--- src/rtl/pwm_fader_pkg.sv ---
// Shared constants, register map and FSM encoding for the PWM soft-start fader.
package pwm_fader_pkg;

  localparam int DUTY_MAX = 100;

  localparam logic REG_TARGET = 1'b0;
  localparam logic REG_RATE   = 1'b1;

  typedef enum logic [1:0] {
    INIT = 2'd0,
    IDLE = 2'd1,
    WAIT = 2'd2,
    STEP = 2'd3
  } state_t;

  // Full 32-bit unsigned compare so large writes saturate instead of wrapping.
  function automatic logic [6:0] clamp_duty(input logic [31:0] v);
    return (v > 32'(DUTY_MAX)) ? 7'(DUTY_MAX) : v[6:0];
  endfunction

endpackage

--- src/rtl/pwm_fader_tick_gen.sv ---
// Free-running prescaler: one-cycle tick every TICK_DIV clocks.
module tick_gen #(
  parameter int TICK_DIV = 1334
) (
  input  logic clk,
  input  logic rst_n,
  output logic tick
);

  localparam int CW = (TICK_DIV > 1) ? $clog2(TICK_DIV) : 1;

  logic [CW-1:0] cnt;

  assign tick = (cnt == CW'(TICK_DIV - 1));

  // Count 0..TICK_DIV-1, wrapping on the tick edge.
  always_ff @(posedge clk) begin
    if (!rst_n)    cnt <= '0;
    else if (tick) cnt <= '0;
    else           cnt <= cnt + 1'b1;
  end

endmodule

--- src/rtl/pwm_fader.sv ---
// Soft-start controller: ramps the PWM duty register one unit per RATE ticks
// toward a CPU-written target, issuing a single-cycle write strobe per step.
//
//   state | meaning
//   INIT  | force PWM duty register to 0 once after reset
//   IDLE  | current == target, waiting for a new target
//   WAIT  | counting ticks until the next step is due
//   STEP  | update current and strobe the PWM
module pwm_fader #(
  parameter int TICK_DIV = 1334
) (
  input  logic        clk,
  input  logic        rst_n,
  input  logic        A,
  input  logic [31:0] WD,
  input  logic        WE,
  output logic [31:0] RD,
  output logic [6:0]  duty,
  output logic        duty_we,
  output logic        busy
);

  import pwm_fader_pkg::*;

  state_t     state;
  logic [6:0] target;
  logic [6:0] current;
  logic [7:0] rate;
  logic [7:0] step_cnt;
  logic [8:0] cnt_inc;
  logic [6:0] next_cur;
  logic       tick;

  tick_gen #(.TICK_DIV(TICK_DIV)) u_tick (
    .clk   (clk),
    .rst_n (rst_n),
    .tick  (tick)
  );

  assign cnt_inc = {1'b0, step_cnt} + 9'd1;
  assign busy    = ((state != IDLE) && (state != INIT)) || (current != target);

  // Value current takes in STEP (only meaningful when current != target).
  always_comb begin
    next_cur = current;
    if (rate == 8'd0)          next_cur = target;
    else if (target > current) next_cur = current + 7'd1;
    else                       next_cur = current - 7'd1;
  end

  // Register file, step sequencer and registered PWM write port.
  always_ff @(posedge clk) begin
    if (!rst_n) begin
      state    <= INIT;
      target   <= '0;
      current  <= '0;
      rate     <= '0;
      step_cnt <= '0;
      duty     <= '0;
      duty_we  <= 1'b0;
    end else begin
      duty_we <= 1'b0;

      if (WE) begin
        if (A == REG_TARGET) target <= clamp_duty(WD);
        else                 rate   <= WD[7:0];
      end

      case (state)
        INIT: begin
          duty    <= '0;
          duty_we <= 1'b1;
          state   <= IDLE;
        end
        IDLE: begin
          if (current != target) begin
            if (rate == 8'd0) begin
              state <= STEP;
            end else begin
              step_cnt <= '0;
              state    <= WAIT;
            end
          end
        end
        WAIT: begin
          // >= so a rate lowered below the running count steps on the next tick.
          if (tick) begin
            step_cnt <= cnt_inc[7:0];
            if (cnt_inc >= {1'b0, rate}) state <= STEP;
          end
        end
        STEP: begin
          if (current == target) begin
            state <= IDLE;
          end else begin
            current <= next_cur;
            duty    <= next_cur;
            duty_we <= 1'b1;
            if (next_cur == target) begin
              state <= IDLE;
            end else begin
              step_cnt <= '0;
              state    <= WAIT;
            end
          end
        end
        default: state <= INIT;
      endcase
    end
  end

  // Bus read mux.
  always_comb begin
    RD = '0;
    if (A == REG_TARGET) begin
      RD[6:0]  = target;
      RD[14:8] = current;
      RD[31]   = busy;
    end else begin
      RD[7:0] = rate;
    end
  end

endmodule

--- config.mk ---
export PLATFORM = sky130hd
export DESIGN_NAME = pwm_fader
export DESIGN_NICKNAME = d
export VERILOG_FILES = /design/src/rtl/pwm_fader_pkg.sv /design/src/rtl/pwm_fader_tick_gen.sv /design/src/rtl/pwm_fader.sv
export SDC_FILE = /design/constraint.sdc
export NUM_CORES = 1
export LEC_CHECK = 0
export ABC_AREA = 1
export CAP_MARGIN = 0
export CORE_AREA = 2 2 87 89
export DETAILED_ROUTE_END_ITERATION = 6
export DIE_AREA = 0 0 89 91
export PLACE_DENSITY = 0.88
export SYNTH_ARGS = -nofsm -noshare
export SYNTH_HDL_FRONTEND = slang
export SYNTH_SLANG_ARGS = --single-unit
--- constraint.sdc ---
create_clock -name clk -period 4 [get_ports clk]
set_input_delay 0.6 -clock clk [delete_from_list [all_inputs] [get_ports clk]]
set_output_delay 0.6 -clock clk [all_outputs]
set_load 0.005 [all_outputs]
-- After elaboration in Yosys (flattened, before gate mapping)
Index checks and enable logic that the tools add are counted.
- word-level logic and storage cells: 70
- flip-flop bits (word level): 51
- input bits: 36
- equal/unequal tests: 14
- add/sub/neg operators: 4
- bitwise logic cells: 3
- mux-type cells: 24
- $lt $le $gt $ge: 3
- reductions and logical operators: 14
- operators with widths (cell ; count):
    $mux 7 ; 6
    $mux 8 ; 5
    $gt 32x7->1 const B ; 1
    $pmux 8 s3 ; 1
    $eq 7x7->1 ; 2
    $pmux 7 s2 ; 1
    $ne 2x2->1 const B ; 6
    $add 11x1->11 const B ; 1
    $eq 11x11->1 const B ; 1
    $mux 2 ; 5
    $add 8x1->9 const B ; 1
    $ge 9x8->1 ; 1
    $logic_not 8->1 ; 1
    $pmux 2 s4 ; 1
    $reduce_and 2->1 ; 4
    $add 7x1->7 const B ; 1
    $gt 7x7->1 ; 1
    $ne 7x7->1 ; 1
    $sub 7x1->7 const B ; 1
    $reduce_and 6->1 ; 1
    $eq 2x2->1 const B ; 2
    $mux 1 ; 4
    $reduce_bool 2->1 ; 2
    $not 1->1 ; 3
    9 further kinds ; 9

-- Depth between registers and ports, before layout
Gate-level depths: netlist of the first run.
- depth after elaboration: 7
- mapped depth: 25
- gate-level depth less buffers: 24

-- By module
A second synthesis of the first run with hierarchy kept.
- cell total of the unflattened synthesis: 530
- area total of the unflattened synthesis: 3572.2 µm²
- by module, submodules not included (module ; seq. area each (µm²) ; instances ; area an instance (µm²) ; cells each):
    pwm_fader ; 800.8 ; 1 ; 3005.4 ; 455
    tick_gen ; 220.2 ; 1 ; 566.8 ; 75

-- Worst setup path after synthesis of the first run
OpenSTA, ideal clock, no wires.
- path kind: reg-to-reg
- start: register current[6]
- end: register step_cnt[5]
- required time: 3.887 ns
- stages on the path, launching flop included: 24
- path buffers: 1
- clock period less this slack: 3.049 ns
- arrival time: 2.936 ns
- setup slack: 0.951 ns
- cell sequence: dfxtp_1 inv_1 ha_1 nand2_1 nor2_1 nand4_1 nand2_1 inv_1 fa_1 xor2_1 inv_1 nand3_1 nand2_1 nor2_1 nand2_1 nor2_1 nand2_1 nor2_2 nand4_2 nand2_2 buf_6 nand2_1 nand2_1 nor2_1
- longest elaborated chain between the ends: 6
- ends and longest elaborated chain (element ; line ; RTL):
    start: declaration ; pwm_fader.sv:27 ; logic [6:0] current;
    start signal: assignment ; pwm_fader.sv:96 ; current <= next_cur;
    $sub 7x1->7 (tied with other cells) ; pwm_fader.sv:48 ; else next_cur = current - 7'd1;
    $mux 7 ; pwm_fader.sv:47 ; else if (target > current) next_cur = current + 7'd1;
    $mux 7 ; pwm_fader.sv:46 ; if (rate == 8'd0) next_cur = target;
    $eq 7x7->1 ; pwm_fader.sv:99 ; if (next_cur == target) begin
    $ne 2x2->1 (no line) ; -- ;
    $reduce_and 6->1 (no line) * ; -- ;
    end signal: assignment ; pwm_fader.sv:88 ; step_cnt <= cnt_inc[7:0];
    end: declaration ; pwm_fader.sv:29 ; logic [7:0] step_cnt;
Mark *: on every way between the ends. The rest lies on a longest branch, timed or not.
A chain may end at the register's enable or synchronous reset.

-- Final worst setup path of the first run
- start: register current[5]
- end: register step_cnt[1]
Same word-level chain as after synthesis.

==> impl_metrics.toml, run 1 <==
[outcome]
status = "complete, no violations"

[routing]
wl_mm = 8.42
routedWlPerCell_um = 12.3
vias = 3546
drt-pass1-iter-count = 5
drt_iter0_markers = 321
avgViaCountPerCell = 5.19
drc = 0
antenna_left = 0

[synthesis]
ys.warnings.count = 0
synth_cells = 528
synth_top_cell_area_share = 0.292
synthFlopType = "dfxtp_1"
synthMuxAreaShare = 0
synth-compound-area-share = 0.133
ys_types = 32
synth-simple-area-share = 0.306
synth_top_family_by_area = "simple AND/OR/NAND/NOR gates"
synthesis.area_um2 = 3500
syn_avg_cell_area_um2 = 6.63
ys_top_cells_by_area = "dfxtp_1, nand2_1, ha_1"
yosysTopAreaCell = "dfxtp_1"
synth-seq-cells = 51
seq_area_frac_synth = 0.292
synth-edff-count = 0
yosys.area_share.xor_xnor = 0.0200
synthArstFlopShare = 0
synth-adder-area-share = 0.113

[timing]
tightest_slew_ns = 1.08
finalSetupViolations = 0
slew_viol_final = 0
hold_violations = 0
period_needed_ns = 3.44
fmax_mhz = 291
finalClockSkew_ns = 0.0101
tns_ns = 0
relSlewSlack = 0.272
hold_ws_ns = 0.468
fin_crit_sh = 0.860
rsz0062_at_grt = "no"

[finish]
drive_above_1_share = 0.0411
multi_input_area_um2 = 2060
nNetsFinal = 650
fillCellCount = 640
final_cell_mix = "nand2_1, inv_1, nor2_1"
num_antenna_cells = 0
area_growth_pct = 20.7
seqCellArea_um2 = 1020
layout_commonest_cell = "nand2_1"

[clocking]
clock_latency_ns = 0.31
clk_path_buf_depth = 2
holdBufCountCts = 0
htree_levels = 2
root_buffer = "clkbuf_8"
cts_tree = "built"
cts_buffers = 5
cts_sinks = 51
clkTransAtPathRegs_ns = 0.10

[worst_setup_path]
critPathArrivalTime_ns = 3.66
required_ns = 4.22
end_kind = "flip-flop"
startpoint_type = "flip-flop"
critPathKind = "flip-flop to flip-flop"
cp_max_fo = 14

[global_route]
grtUsageTotal = 0.213
grt_antenna_before_repair = 0
grt_pass1_wl_mm = 14.2
grt_start_max_net_pins = 26
grt_pass1_vias = 3234
grt_overflow = 0

[run]
drv_cap = 0

[floorplanning]
ios = 77
start_util = 0.490
num_rows = 31
die_h_um = 91
coreArea_um2 = 7140
die_w_um = 89
dieArea_um2 = 8100

[pwr]
power_density_nw_per_um2 = 491
ir_drop_mv = 0.259
p_leak_nw = 1.89

[min_path]
hold_path_class = "flip-flop to flip-flop"

[placement]
place.detailed.hpwl_mm = 6.65
gp_congestion = 0.980
port_buffers = 60
[final timing paths]
path	cells past startpoint	from	end	slack, ns
hold / removal	2	duty[1]	duty[1]	0.47
hold reg to reg	2	duty[1]	duty[1]	0.47
setup / recovery	22	current[5]	step_cnt[1]	0.56
setup reg to reg	22	current[5]	step_cnt[1]	0.56
[cell type report]
cell class                 instances  share of cell area
clock buffer                       5              0.0163
clock inverter                     3              0.0110
inverter                          78              0.0693
multi-input combinational        386               0.488
sequential                        51               0.242
tap                               99              0.0293
timing repair buffer              61               0.144
[cell usage after synthesis, drive strengths merged, types with 2 or more instances]
library cell	count
nand2	113
inv	78
nor2	67
dfxtp	51
a21oi	44
nand3	32
ha	30
o21ai	23
buf	18
nand4	12
clkbuf	10
nor3	9
o211ai	8
nor4	7
xor2	7
nand3b	3
o21a	3
o31ai	3
and3	2
[metal layers]
layer | share of wire | wire (um) | track usage | up-vias
met4 | 0.021 | 173 | 0.0597 | 0
met1 | 0.45 | 3810 | 0.283 | 1600
met2 | 0.47 | 3940 | 0.364 | 139
met5 | 0 | 0 | 0 | -
met3 | 0.058 | 490 | 0.0191 | 12
li1 | - | - | - | 1795
[through the flow]
stage               total power, mW   util  setup slack, ns  area, um2  std cells
CTS                            2.06  0.592            0.520       4220        683
floorplan                      1.44      -            0.951       3550        543
global placement               1.64  0.575            0.720       4110        675
global route                   2.26  0.592           0.0647       4220        683
detailed placement             1.68  0.575            0.547       4110        675
finish                         2.07  0.592            0.559       4220        683
[logic make-up after synthesis]
kind of cell,after synthesis
other,1
AO/OA/AOI/OAI,84
AND/OR/NAND/NOR,247
adder cells (fa/ha/maj),31
flip-flops,51
XOR/XNOR,8
buffers and inverters,106
[sequential cells by signal, summed over array words and instances (netlist names)]
register / cells
u_tick.cnt: 11
step_cnt: 8
current: 7
duty_we: 1
state: 2
duty: 7
rate: 8
target: 7
[power by group]
group / switching [mW] / leakage (nW) / internal, mW
Combinational: 0.645 / 1.42 / 0.413
Sequential: 0.0596 / 0.416 / 0.583
Clock: 0.186 / 0.0548 / 0.189
[critical path, cell delays in order, from the launching register on]
cell and delay [ns]:
dfxtp_1 0.40, inv_1 0.08, ha_1 0.29, nand2_1 0.06
nor2_1 0.15, nand4_1 0.18, nand2_2 0.23, inv_1 0.08
fa_1 0.40, xor2_1 0.27, inv_1 0.07, nand3_1 0.08
nand2_1 0.07, nor2_1 0.08, nand2_1 0.06, nor2_1 0.08
nand2_1 0.06, nor2_2 0.12, nand4_2 0.13, nand2_2 0.24
nand2_1 0.10, nand2_1 0.07, nor2_1 0.04
[repair_timing]
| item | in CTS | in global routing |
|---|---|---|
| hold endpoints to repair | 0 | 0 |
| setup buffers | 0 | 0 |
| endpoints found under the setup margin | 0 | 4 |
| gates resized for setup | 0 | 1 |
(Power assumes the default switching activity.)
==> inputs of run 2 (changes only) <==
Settings changed: GPL_TIMING_DRIVEN set to 0.
==> run 2 against run 1 <==
Net effect:
- non-clock buffer count rose by 27
- cell area rose by 3.6%
- hold slack improved by 0.0026 ns
- sequential cell count did not move
- highest routed layer unchanged
==> impl_metrics.toml, run 2 (synthesis results as in run 1) <==
[outcome]
status = "complete, no violations"

[clocking]
postCtsSetupRepairBufs = 0
root_buffer = "clkbuf_8"
clkTransAtPathRegs_ns = 0.10
holdBufCountCts = 0
htree_levels = 2
clk_path_buf_depth = 2
cts_resized = 0
cts_buffers = 5
cts_tree = "built"
cts_sinks = 51
clock_latency_ns = 0.31

[finish]
postLayoutCellArea_um2 = 4380
area_growth_pct = 25.1
largest_register_ffs = 11
fillCellCount = 658
drive_above_1_share = 0.0671
largestRegisters = "u_tick.cnt: 11 flops, rate: 8 flops, step_cnt: 8 flops"
post-route-util = 0.613
num_antenna_cells = 0
layout.cells.non_filler = 710
nNetsFinal = 677
layout_commonest_cell = "nand2_1"
regMostFlops = "u_tick.cnt"
final_cell_mix = "nand2_1, inv_1, nor2_1"

[global_route]
grt_start_max_net_pins = 17
grt_pass1_wl_mm = 14.9
grt_overflow = 0
grt_antenna_before_repair = 0
grt_pass1_vias = 3525
grtUsageTotal = 0.229

[timing]
relSlewSlack = 0.546
tns_ns = 0
slew_viol_final = 0
fmax_mhz = 279
fin_crit_sh = 0.896
tightest_slew_ns = 0.682
rsz0062_at_grt = "no"
finalClockSkew_ns = 0.00791
period_needed_ns = 3.58
hold_ws_ns = 0.470
finalSetupViolations = 0
hold_violations = 0

[floorplanning]
die_w_um = 89
num_rows = 31
start_util = 0.490
dieArea_um2 = 8100
die_h_um = 91
ios = 77
coreArea_um2 = 7140

[run]
drv_cap = 0

[routing]
vias = 3701
drt-pass1-iter-count = 5
avgViaCountPerCell = 5.21
antenna_left = 0
routedWlPerCell_um = 12.7
drc = 0
drt_iter0_markers = 264
wl_mm = 8.99

[worst_setup_path]
critPathKind = "flip-flop to flip-flop"
startpoint_type = "flip-flop"
critPathArrivalTime_ns = 3.80
cpMostUsedCell = "nand2_1"
crit_family = "simple AND/OR/NAND/NOR gates"
slowest_delay_ns = 0.41
end_kind = "flip-flop"
required_ns = 4.22
worst-path-buf-inv = 4
crit_chain = "inv_1, ha_1, nand2_1, nor2_1, nand4_1, nand2_2, inv_1, fa_1, xor2_1, inv_1, nand3_1, nand2_1, nor2_1, nand2_1, nor2_1, nand2_1, nor2_2, nand4_2, nand2_2, buf_6, nand2_1, nand2_1, nor2_1"
cpMaxStageDelayCell = "fa_1"
cp_max_fo = 10

[min_path]
hold_path_class = "flip-flop to flip-flop"

[placement]
place_area_um2 = 4280
dp_cells = 702
place.detailed.hpwl_mm = 7.11
gp_congestion = 0.949
port_buffers = 60

[pwr]
p_leak_nw = 2.00
ir_drop_mv = 0.266
power_density_nw_per_um2 = 473
-- run 2: cell types whose count changed in the layout (fill, tap and decap cells not counted), sizes merged --
cell,change
buf,+17
bufinv,-1
clkbuf,+11
clkinv,+1
clkinvlp,-1
-- run 2: metal layers --
metal / global-route usage / vias to the layer above / wire length (um)
met4: 0.0734 / 0 / 188
li1: - / 1845 / -
met5: 0 / - / 0
met1: 0.270 / 1684 / 3770
met3: 0.0336 / 21 / 516
met2: 0.414 / 151 / 4510
-- run 2: layout make-up --
type,count,area [um2],area share
well taps,99,124,0.0283
clock inverters,2,13.8,0.00314
inverters,78,293,0.0669
repair buffers,60,601,0.137
plain buffers,28,180,0.0412
multi-input cells,386,2060,0.471
clock buffers,6,82.6,0.0189
flip-flops and latches,51,1020,0.233
-- run 2: final timing paths --
kind / start / end / slack [ns] / depth (start not counted)
max reg2reg: current[6] / step_cnt[5] / 0.42 / 23
min: duty[1] / duty[1] / 0.47 / 2
min reg2reg: duty[1] / duty[1] / 0.47 / 2
max: current[6] / step_cnt[5] / 0.42 / 23
-- run 2: per-stage QoR --
step	setup WS, ns	total power, mW
finish	0.417	2.07
global route	0.0817	2.26
detailed placement	0.409	1.72
CTS	0.388	2.06
floorplan	0.951	1.44
global placement	0.527	1.67
-- run 2: where the power goes --
group / total [mW] / internal (mW) / leakage, nW / switching, mW
Sequential: 0.647 / 0.583 / 0.416 / 0.0645
Clock: 0.326 / 0.142 / 0.0516 / 0.184
Combinational: 1.10 / 0.443 / 1.53 / 0.653
-- run 2: worst min-delay path, cell delays in order (launching register included) --
cell and delay (ns):
dfxtp_1 0.32, nand2_1 0.06, a21oi_1 0.05
==> inputs of run 3 (changes only) <==
Settings changed: TNS_END_PERCENT set to 100.
==> results of run 3 <==
No change in the layout: final DEF, timing and power equal those of run 2.
